<file path="src/rtl/pc_sequencer_if.sv">
// Fetch-side signal bundle for pc_sequencer: control inputs from decode/branch resolve,
// fetch address and status outputs toward instruction memory.
interface pc_sequencer_if #(
    parameter int unsigned N    = 10,
    parameter int unsigned OFFW = 6
);
    logic            stall;
    logic            imem_ack;
    logic            branch_req;
    logic            branch_taken;
    logic [OFFW-1:0] branch_offset;
    logic            jump_req;
    logic [N-1:0]    jump_addr;
    logic [N-1:0]    pc;
    logic [N-1:0]    pc_plus1;
    logic            imem_req;
    logic            flush;
    logic [1:0]      seq_state;

    modport master (
        input  stall, imem_ack, branch_req, branch_taken, branch_offset, jump_req, jump_addr,
        output pc, pc_plus1, imem_req, flush, seq_state
    );

    modport slave (
        output stall, imem_ack, branch_req, branch_taken, branch_offset, jump_req, jump_addr,
        input  pc, pc_plus1, imem_req, flush, seq_state
    );
endinterface

</file>
<file path="src/rtl/pc_sequencer.sv">
// Program-counter sequencer: owns the PC, issues fetch requests and inserts a single
// flush bubble after every jump or taken branch.
module pc_sequencer #(
    parameter int unsigned   N        = 10,
    parameter int unsigned   OFFW     = 6,
    parameter logic [N-1:0]  RESET_PC = '0
) (
    input logic               clk,
    input logic               rst,
    pc_sequencer_if.master    bus
);
    typedef enum logic [1:0] {
        StBoot  = 2'd0,
        StFetch = 2'd1,
        StFlush = 2'd2
    } state_e;

    state_e       state_q, state_d;
    logic [N-1:0] pc_q, pc_d;
    logic         imem_req_q, imem_req_d;
    logic         flush_q, flush_d;

    logic         accept;
    logic [N-1:0] pc_plus1;
    logic [N-1:0] offset_ext;
    logic [N-1:0] branch_target;

    assign pc_plus1      = pc_q + N'(1);
    assign offset_ext    = {{(N - OFFW){bus.branch_offset[OFFW-1]}}, bus.branch_offset};
    assign branch_target = pc_plus1 + offset_ext;
    assign accept        = (state_q == StFetch) && bus.imem_ack && !bus.stall;

    always_comb begin
        state_d = state_q;
        pc_d    = pc_q;
        unique case (state_q)
            StBoot: begin
                state_d = StFetch;
            end
            StFetch: begin
                if (accept) begin
                    // Jump outranks a taken branch; branch_taken alone is meaningless.
                    if (bus.jump_req) begin
                        pc_d    = bus.jump_addr;
                        state_d = StFlush;
                    end else if (bus.branch_req && bus.branch_taken) begin
                        pc_d    = branch_target;
                        state_d = StFlush;
                    end else begin
                        pc_d    = pc_plus1;
                    end
                end
            end
            StFlush: begin
                state_d = StFetch;
            end
            default: begin
                state_d = StBoot;
            end
        endcase
        imem_req_d = (state_d == StFetch);
        flush_d    = (state_d == StFlush);
    end

    always_ff @(posedge clk) begin
        if (rst) begin
            state_q    <= StBoot;
            pc_q       <= RESET_PC;
            imem_req_q <= 1'b0;
            flush_q    <= 1'b0;
        end else begin
            state_q    <= state_d;
            pc_q       <= pc_d;
            imem_req_q <= imem_req_d;
            flush_q    <= flush_d;
        end
    end

    assign bus.pc        = pc_q;
    assign bus.pc_plus1  = pc_plus1;
    assign bus.imem_req  = imem_req_q;
    assign bus.flush     = flush_q;
    assign bus.seq_state = state_q;
endmodule

</file>
<file path="src/flat_wrapper.sv">
// flat-port wrapper written by rule: the top's interface ports become plain ports
module pc_sequencer_flat 
#(
    parameter int unsigned   N        = 10,
    parameter int unsigned   OFFW     = 6,
    parameter logic [N-1:0]  RESET_PC = '0
)
  (clk, rst, bus_stall, bus_imem_ack, bus_branch_req, bus_branch_taken, bus_branch_offset, bus_jump_req, bus_jump_addr, bus_pc, bus_pc_plus1, bus_imem_req, bus_flush, bus_seq_state);
  pc_sequencer_if #(.N(N), .OFFW(OFFW)) bus_i ();
  input logic clk;
  input logic rst;
  input wire logic [$bits(bus_i.stall)-1:0] bus_stall;
  input wire logic [$bits(bus_i.imem_ack)-1:0] bus_imem_ack;
  input wire logic [$bits(bus_i.branch_req)-1:0] bus_branch_req;
  input wire logic [$bits(bus_i.branch_taken)-1:0] bus_branch_taken;
  input wire logic [$bits(bus_i.branch_offset)-1:0] bus_branch_offset;
  input wire logic [$bits(bus_i.jump_req)-1:0] bus_jump_req;
  input wire logic [$bits(bus_i.jump_addr)-1:0] bus_jump_addr;
  output wire logic [$bits(bus_i.pc)-1:0] bus_pc;
  output wire logic [$bits(bus_i.pc_plus1)-1:0] bus_pc_plus1;
  output wire logic [$bits(bus_i.imem_req)-1:0] bus_imem_req;
  output wire logic [$bits(bus_i.flush)-1:0] bus_flush;
  output wire logic [$bits(bus_i.seq_state)-1:0] bus_seq_state;
  assign bus_i.stall = bus_stall;
  assign bus_i.imem_ack = bus_imem_ack;
  assign bus_i.branch_req = bus_branch_req;
  assign bus_i.branch_taken = bus_branch_taken;
  assign bus_i.branch_offset = bus_branch_offset;
  assign bus_i.jump_req = bus_jump_req;
  assign bus_i.jump_addr = bus_jump_addr;
  assign bus_pc = bus_i.pc;
  assign bus_pc_plus1 = bus_i.pc_plus1;
  assign bus_imem_req = bus_i.imem_req;
  assign bus_flush = bus_i.flush;
  assign bus_seq_state = bus_i.seq_state;
  pc_sequencer #(.N(N), .OFFW(OFFW), .RESET_PC(RESET_PC)) u_core (.clk(clk), .rst(rst), .bus(bus_i));
endmodule
</file>
<file path="config.mk">
export PLATFORM = sky130hd
export DESIGN_NAME = pc_sequencer_flat
export DESIGN_NICKNAME = d
export VERILOG_FILES = /design/src/rtl/pc_sequencer_if.sv /design/src/rtl/pc_sequencer.sv /design/src/flat_wrapper.sv
export SDC_FILE = /design/constraint.sdc
export NUM_CORES = 1
export LEC_CHECK = 0
export ABC_AREA = 1
export ABC_CLOCK_PERIOD_IN_PS = 3100
export CAP_MARGIN = 20
export CORE_MARGIN = 5
export CORE_UTILIZATION = 44
export CTS_CLUSTER_SIZE = 20
export DETAILED_ROUTE_END_ITERATION = 8
export PLACE_DENSITY = 0.8
export SLEW_MARGIN = 20
export SYNTH_ARGS = -nofsm -noshare
export SYNTH_HDL_FRONTEND = slang
export SYNTH_SLANG_ARGS = --single-unit
</file>
<file path="constraint.sdc">
create_clock -name clk -period 3.1 [get_ports clk]
set_input_delay 0.62 -clock clk [delete_from_list [all_inputs] [get_ports clk]]
set_output_delay 0.62 -clock clk [all_outputs]
set_load 0.02 [all_outputs]
</file>
==> impl_metrics.tcl <==
set metrics [dict create \
    synth_edf_count 0 \
    die_area_um2 3990 \
    dp_hpwl_um 2831 \
    setup.worst_path.end "bus_pc_plus1[8]" \
    synthCells 190 \
    worstPathRequired_ns 2.48 \
    async_reset_ff_frac 0 \
    critPathBufInv 2 \
    h-tree-depth 1 \
    wire_per_inst_um 13.04 \
    maxCapViolCount 0 \
    leakagePower_nw 0.8637 \
    cts_tree "done" \
    fin_nets 273 \
    status "finished clean" \
    drt_iter0_drc 73 \
    setup_violations 0 \
    mappedNetlistNets 224 \
    yosysSeqAreaShare 0.2254 \
    layout_common_cells "46 x clkdlybuf4s50_1, 37 x nand2_1, 24 x a21oi_1, 23 x inv_1, 15 x nand3_1" \
    die_w_um 63.17 \
    die_y_um 63.17 \
    yosys_warnings 0 \
    synth-main-ff-cell "dfxtp_1" \
    peakVddDrop_v 0.0004266 \
    grt_start_max_net_pins 14 \
    drc 0 \
    criticalPathCategory "reg2out" \
    placed_cell_area_um2 1739 \
    crit_start "u_core.bus.pc[1]" \
    portBuffers 46 \
    final_common_cell "clkdlybuf4s50_1" \
    core.rowCount 19 \
    ant_nets 0 \
    r2r_start "u_core.bus.pc[1]" \
    critPathMaxFanout 5 \
    syn2layout_area_growth_pct 42.76 \
    post_cts_buffers 0 \
    finalMaxSlewViolations 0 \
    avgViaCountPerCell 5.294 \
    cts_made_buffers 3 \
    cts_sinks 14 \
    switching_share 0.3381 \
    diodes 0 \
    max_stage_delay_ns 0.53 \
    grt.overflow.total 0 \
    num_vias 1424 \
    rsz0062_at_grt "false" \
    power_density_nw_per_um2 299.2 \
    cp_slowest_cell "clkdlybuf4s50_1" \
    crit_family "simple AND/OR/NAND/NOR gates" \
    grt_pass1_vias 1379 \
    hp-class "reg2reg" \
    worst_r2r_path_depth 18 \
    core_um2 2734 \
    gp_congestion 0.8163 \
    clock.fmax_ghz 0.3451 \
    hold_viol 0 \
    cts.path.max_buffers 2 \
    clk_pin_slew_ns 0.09 \
    wirelength_um 3509 \
    skew_ns 0.001276 \
    synth_area_um2 1244 \
    cts-hold-fix-buffers 0 \
    synth_seq_cells 14 \
    antenna_found_initial 0 \
    end_kind "output port" \
    drive_gt1_frac 0.07983 \
    pwr-share-clk 0.253 \
    layout_min_cycle_time_ns 2.898 \
    worstPathArrival_ns 2.28 \
    grt_usage 0.1803 \
    worstReg2RegEnd "u_core.bus.pc[9]" \
    rrSetupSlack_ns 0.31 \
    p_comb_frac 0.371 \
    avgSynthCellArea_um2 6.546 \
    fin_crit_sh 0.9347 \
    pwr-share-seq 0.376 \
    finish.instance_area_um2 1775 \
    startpoint_type "register" \
    io_pins 47 \
    cp_cell_sequence "ha_1 -> nand3_2 -> inv_2 -> nand3_2 -> nand3b_4 -> or2_0 -> and2_1 -> clkdlybuf4s50_1" \
    cts_resized 0 \
    p_switching_mw 0.1796 \
    grt_pass1_wl_um 5940 \
    initial_core_util 0.4549 \
    root_buffer "clkbuf_4" \
    worst-path-stages 8 \
    maxSlewHeadroom 0.6527 \
    power.internal_mw 0.3516 \
    crit_path_frequent_cell "nand3_2" \
    dr.pass1.iters 4 \
    tightest_slew_ns 0.5194 \
    tns_ns 0 \
    ys_types 25 \
    insertion_delay_ns 0.28 \
]
## power groups by stage
stage | Sequential, mW | Clock, mW | Combinational (mW)
finish | 0.200 | 0.134 | 0.197
global route | 0.202 | 0.146 | 0.216
CTS | 0.200 | 0.136 | 0.197
detailed placement | 0.204 | 0 | 0.196
global placement | 0.204 | 0 | 0.194
floorplan | 0.214 | 0 | 0.100
## stage by stage
step                      worst slack, ns  instances  total power, mW  hold slack, ns  utilization
after floorplan                    0.3199        190           0.3143          0.5732            -
after global placement             0.3447        265           0.3976          0.5002       0.6362
after detailed placement           0.3613        265           0.3998          0.5046       0.6362
after CTS                          0.1996        269           0.5322          0.5188       0.6494
after global routing              0.04380        269           0.5636          0.5388       0.6494
final                              0.2025        269           0.5313          0.5161       0.6494
## worst min-delay path by stage
stage / endpoint / startpoint / slack, ns / cells after the start
after floorplan: u_core.bus.pc[9] / u_core.bus.pc[9] / 0.57 / 2
after global placement: u_core.bus.pc[9] / u_core.bus.pc[9] / 0.50 / 2
after detailed placement: u_core.bus.pc[9] / u_core.bus.pc[9] / 0.50 / 2
after CTS: u_core.bus.pc[9] / u_core.bus.pc[9] / 0.52 / 2
after global routing: u_core.bus.pc[9] / u_core.bus.pc[9] / 0.54 / 2
final: u_core.bus.pc[9] / u_core.bus.pc[9] / 0.52 / 2
## synthesized netlist by cell type, types with 2 or more instances
library cell | n | share of area
a21oi_1 | 24 | 0.097
a21oi_2 | 2 | 0.014
clkbuf_1 | 3 | 0.0091
dfxtp_1 | 14 | 0.23
ha_1 | 10 | 0.10
inv_1 | 23 | 0.069
inv_2 | 5 | 0.015
nand2_1 | 37 | 0.11
nand3_1 | 15 | 0.060
nand3_2 | 3 | 0.024
nand4_1 | 3 | 0.015
nor2_1 | 13 | 0.039
nor2_2 | 2 | 0.010
o211ai_1 | 2 | 0.012
o21ai_0 | 7 | 0.028
o21ai_1 | 9 | 0.036
o22ai_1 | 2 | 0.010
xor2_1 | 9 | 0.063
## sequential cells by signal, indices dropped and copies added, names as in the netlist
name,flops
u_core.bus.flush,1
u_core.bus.imem_req,1
u_core.bus.pc,10
u_core.bus.seq_state,2
## worst register-to-register path, stage by stage (launching register included)
cell and delay, ns:
dfxtp_1 0.41, ha_1 0.23, nand3_2 0.12, inv_2 0.07
nand3_2 0.08, nand3b_4 0.17, or2_0 0.22, and2_1 0.16
ha_1 0.33, nand2_1 0.11, inv_1 0.04, a21oi_1 0.21
nand3_1 0.10, nand2_1 0.09, nand3_1 0.08, nand2_1 0.06
nand3_1 0.06, nand2_1 0.09, a21oi_2 0.05
## layout make-up
| class | count | area (µm²) |
|---|---|---|
| clock buffer | 4 | 36.28 |
| fill | 259 | 958.4 |
| inverter | 28 | 105.1 |
| multi-input combinational | 145 | 847.1 |
| sequential | 14 | 280.3 |
| tap | 31 | 38.79 |
| timing repair buffer | 47 | 467.9 |
## cells by family (layout without fill, tap and decap cells)
kind of cell             Yosys count  after routing  synth area share
adder cells (fa/ha/maj)           11             11            0.1167
XOR/XNOR                           9              9           0.06338
flip-flops                        14             14            0.2254
AO/OA/AOI/OAI                     48             48            0.2093
buffers and inverters             31             79           0.09356
AND/OR/NAND/NOR                   77             77            0.2918
## routing by layer
layer	vias to the layer above	part of all wire	global-route usage
met3	8	0.069	0.05506
met1	638	0.44	0.2216
li1	727	-	-
met4	0	0.025	0.05836
met2	51	0.46	0.2974
met5	-	0	0
Power figures use the tool's default switching activity.
